File: src/rtl/led_sync_rx.sv
// Serial-in/parallel-out receiver for the LED shift-register link; rebuilds the HEXS word.
// Optional build macro LED_RX_CLR_EN makes a synchronized ser_clr=0 clear the receiver.
module led_sync_rx #(
  parameter int WIDTH   = 16,
  parameter int TIMEOUT = 1024,
  parameter int CNT_W   = 8
) (
  input  logic             clk,
  input  logic             rstn,
  input  logic             ser_clk,
  input  logic             ser_do,
  input  logic             ser_clr,
  output logic [WIDTH-1:0] hexs,
  output logic             frame_valid,
  output logic             frame_err,
  output logic             busy,
  output logic [CNT_W-1:0] frame_cnt
);

  localparam int BC_W = $clog2(WIDTH + 1);
  localparam int TO_W = (TIMEOUT > 2) ? $clog2(TIMEOUT) : 1;

  typedef enum logic [0:0] {IDLE, SHIFT} state_t;

  state_t           state;
  logic [WIDTH-1:0] shift;
  logic [WIDTH-1:0] shift_next;
  logic [BC_W-1:0]  bit_cnt;
  logic [BC_W-1:0]  cnt_next;
  logic [TO_W-1:0]  to_cnt;

  logic sync1_clk, sync2_clk, sync3_clk;
  logic sync1_do, sync2_do;
  logic edge_q, bit_q;
  logic clr_req;

  // Synchronizers idle at the line's resting level so reset never fakes an edge.
  always_ff @(posedge clk) begin
    if (!rstn) begin
      sync1_clk <= 1'b1;
      sync2_clk <= 1'b1;
      sync3_clk <= 1'b1;
      sync1_do  <= 1'b1;
      sync2_do  <= 1'b1;
      edge_q    <= 1'b0;
      bit_q     <= 1'b0;
    end else begin
      sync1_clk <= ser_clk;
      sync2_clk <= sync1_clk;
      sync3_clk <= sync2_clk;
      sync1_do  <= ser_do;
      sync2_do  <= sync1_do;
      edge_q    <= sync2_clk & ~sync3_clk;
      bit_q     <= ~sync2_do;
    end
  end

`ifdef LED_RX_CLR_EN
  logic sync1_clr, sync2_clr;

  always_ff @(posedge clk) begin
    if (!rstn) begin
      sync1_clr <= 1'b1;
      sync2_clr <= 1'b1;
    end else begin
      sync1_clr <= ser_clr;
      sync2_clr <= sync1_clr;
    end
  end

  assign clr_req = ~sync2_clr;
`else
  logic unused_clr;

  assign unused_clr = ser_clr;
  assign clr_req    = 1'b0;
`endif

  assign shift_next = (shift << 1) | WIDTH'(bit_q);
  assign cnt_next   = ((state == SHIFT) ? bit_cnt : '0) + BC_W'(1);

  // Frame FSM: an edge always wins over timeout, and clear wins over an edge.
  always_ff @(posedge clk) begin
    if (!rstn) begin
      state       <= IDLE;
      shift       <= '0;
      bit_cnt     <= '0;
      to_cnt      <= '0;
      hexs        <= '0;
      frame_valid <= 1'b0;
      frame_err   <= 1'b0;
      busy        <= 1'b0;
      frame_cnt   <= '0;
    end else begin
      frame_valid <= 1'b0;
      frame_err   <= 1'b0;
      if (clr_req) begin
        state   <= IDLE;
        busy    <= 1'b0;
        shift   <= '0;
        bit_cnt <= '0;
        to_cnt  <= '0;
        hexs    <= '0;
      end else if (edge_q) begin
        to_cnt <= '0;
        shift  <= shift_next;
        if (cnt_next == BC_W'(WIDTH)) begin
          hexs        <= shift_next;
          frame_valid <= 1'b1;
          frame_cnt   <= frame_cnt + CNT_W'(1);
          bit_cnt     <= '0;
          state       <= IDLE;
          busy        <= 1'b0;
        end else begin
          bit_cnt <= cnt_next;
          state   <= SHIFT;
          busy    <= 1'b1;
        end
      end else if (state == SHIFT) begin
        if (to_cnt == TO_W'(TIMEOUT - 1)) begin
          frame_err <= 1'b1;
          state     <= IDLE;
          busy      <= 1'b0;
          bit_cnt   <= '0;
          to_cnt    <= '0;
        end else begin
          to_cnt <= to_cnt + TO_W'(1);
        end
      end
    end
  end

endmodule

File: config.mk
export PLATFORM = sky130hd
export DESIGN_NAME = led_sync_rx
export DESIGN_NICKNAME = d
export VERILOG_FILES = /design/src/rtl/led_sync_rx.sv
export SDC_FILE = /design/constraint.sdc
export NUM_CORES = 1
export LEC_CHECK = 0
export CAP_MARGIN = 20
export CORE_UTILIZATION = 30
export DETAILED_ROUTE_END_ITERATION = 7
export HOLD_SLACK_MARGIN = 0.05
export PLACE_DENSITY = 0.53
export SLEW_MARGIN = 20
export SYNTH_ARGS = -nofsm -noshare
export SYNTH_HDL_FRONTEND = slang
export SYNTH_SLANG_ARGS = --single-unit
File: constraint.sdc
create_clock -name clk -period 2.9 [get_ports clk]
set_input_delay 0.58 -clock clk [delete_from_list [all_inputs] [get_ports clk]]
set_output_delay 0.58 -clock clk [all_outputs]
set_load 0.03 [all_outputs]
==> run_results.csv <==
group,metric,value,unit
synthesis,synth_edf_count,0,
synthesis,netlist_area,2480,sq um
synthesis,synth-main-ff-cell,"dfxtp_1",
detailed_routing,first_iter_violations,43,
timing,finalCritPeriodShare,0.724,
power,vdd_drop_max,0.239,mV
timing,min_period,2100,ps
clock_tree,clkLatencyLatePin,340,ps
synthesis,synth_top_area_frac,0.524,
global_routing,grt_max_degree,31,
final_layout,nNetsFinal,290,
timing,max_clock_freq,0.476,GHz
final_layout,fin_cells,389,
timing,finClkSkew,9.02,ps
detailed_routing,antenna_left,0,
worst_setup_path,cp_max_fo,6,
timing,final_max_slew_viol_count,0,
clock_tree,cts_hold_buf,0,
detailed_routing,dr.pass1.iters,4,
worst_setup_path,worstPathCellList,"clkdlybuf4s50_1",
final_layout,final_cell_mix,"65 x dfxtp_1, 38 x nor2_1, 30 x clkdlybuf4s50_1",
global_routing,antenna_found_initial,0,
floorplan,die_h,93.0,um
run,maxCapViolCount,0,
power,leakage,1.17,nW
final_layout,n_fill_cell,792,
final_layout,antenna_cells,0,
worst_setup_path,path_buf_inv,1,
detailed_routing,via_per_inst,4.66,
outcome,status,"finished, final reports clean",
detailed_routing,wl_per_cell,12.4,um
clock_tree,numCtsBuffers,9,
synthesis,syn_nets,256,
detailed_routing,wirelength,4.81,mm
timing,rsz0062_at_grt,"false",
final_layout,syn2layout_area_growth,25.4,%
timing,hold_viol_final,0,
floorplan,rows,32,
synthesis,synth_top_area_cell,"dfxtp_1",
final_layout,final_common_cell,"dfxtp_1",
global_routing,track_usage,0.124,
clock_tree,htree_levels,3,
global_routing,overflow,0,
placed_design,placedCellCount,373,
synthesis,avgSynthCellArea,10.0,sq um
worst_setup_path,slowest_delay,720,ps
clock_tree,cts_num_sinks,65,
clock_tree,cts_tree,"done",
worst_setup_path,worst_setup_path_start_kind,"flip-flop",
final_layout,finish.utilization,0.397,
worst_setup_path,critical_path_class,"flip-flop to output pin",
synthesis,yosysUniqueCellTypes,39,
floorplan,die_w,93.0,um
timing,max_slew.worst_pin.slew,504,ps
floorplan,dieArea,8650,sq um
synthesis,synthTopCellsByArea,"dfxtp_1 52%, mux2i_1 10%, nor2_1 5.7%",
synthesis,ys_ff_latch,65,
floorplan,start_util,0.316,
floorplan,coreArea,7850,sq um
worst_setup_path,path_delay_family,"buffers and inverters",
worst_hold_path,hold_class,"flip-flop to flip-flop",
clock_tree,cts_resized,0,
global_routing,grt_pass1_vias,1765,
clock_tree,clk_pin_slew,70,ps
global_routing,grt_pass1_wl,8.28,mm
power,p_total,0.00173,W
placed_design,portBuffers,30,
timing,final.setup.tns,0,ps
clock_tree,cts-root-buf,"clkbuf_8",
synthesis,yosysSeqAreaShare,0.524,
worst_setup_path,cp-end-kind,"output pin",
power,power_density,557,nW/um^2
floorplan,ios,32,
clock_tree,cts_setup_buffers,0,
clock_tree,clk_path_buf_depth,2,
timing,finalSetupViolations,0,
timing,slew_headroom,0.663,
placed_design,globalplace.congestion,0.712,
placed_design,dpl.hpwl,3.17,mm
detailed_routing,post-route-drc-count,0,
worst_setup_path,cp.arrival,1520,ps
synthesis,ys_warn_count,0,
final_layout,final_layout_size_suffix_gt1_frac,0.0836,
worst_setup_path,cp_slowest_cell,"clkdlybuf4s50_1",
worst_setup_path,cp.required,2320,ps
detailed_routing,num_vias,1814,
synthesis,syn_inst,248,
synthesis,async_flop_share,0,
## final timing paths
kind / startpoint / end / slack, ps / cells past startpoint
max reg2reg: bit_cnt[0] / frame_cnt[5] / 880 / 6
min reg2reg: sync3_clk / edge_q / 380 / 1
min: sync3_clk / edge_q / 380 / 1
max: frame_cnt[0] / frame_cnt[0] / 800 / 1
## metal layers
layer / vias to the layer above / part of all wire / GRT usage
li1: 945 / - / -
met1: 826 / 0.52 / 0.161
met2: 35 / 0.42 / 0.183
met3: 8 / 0.042 / 0.0407
met4: 0 / 0.019 / 0.0654
met5: - / 0 / 0
## cell usage after synthesis, types with 5 or more instances
master / number
xnor2_1: 7
nand3_1: 9
clkbuf_1: 6
nor2_1: 38
nand2b_1: 12
a21oi_1: 6
mux2i_1: 25
xor2_1: 5
a22o_1: 9
nand2_1: 13
dfxtp_1: 65
## through the flow
step / hold WS (ps) / setup slack, ps / instance area, sq um
after floorplan: 367 / 869 / 2480
after global placement: 374 / 746 / 2900
after detailed placement: 377 / 721 / 2900
after CTS: 387 / 778 / 3120
after global routing: 394 / 739 / 3120
final: 382 / 799 / 3120
## final cells by class
cell class	instances	area, sq um	share of cell area
flip-flops and latches	65	1300	0.418
multi-input cells	170	1130	0.363
repair buffers	35	338	0.108
clock buffers	12	165	0.0530
well taps	102	128	0.0410
clock inverters	4	50.0	0.0161
inverters	1	3.75	0.00120
## kinds of logic (layout without fill, tap and decap cells)
| group | Yosys count | after routing | synth area share |
|---|---|---|---|
| xor+xnor | 12 | 12 | 0.0423 |
| mux | 25 | 25 | 0.101 |
| buf+inv | 13 | 52 | 0.0212 |
| fa+ha+maj | 3 | 3 | 0.0151 |
| flops | 65 | 65 | 0.524 |
| simple gates | 98 | 98 | 0.197 |
| compound gates | 32 | 32 | 0.0992 |
## worst register-to-register path: stages, from the launching register on
cell and delay (ps):
dfxtp_1 380, and2_1 170, ha_1 240, and4_1 250, o211ai_2 210, or4_1 560, a21oi_1 150
## state kept, by name, summed over array words and instances (netlist names), 5 cells and up
register,count
shift,15
to_cnt,10
bit_cnt,5
hexs,16
frame_cnt,8
## power breakdown
group          internal (W)  switching (W)
clock network      0.000466       0.000333
logic             0.0000128      0.0000230
registers          0.000897     0.00000207
total               0.00138       0.000358
No activity file was read; power rests on OpenSTA's default activity.
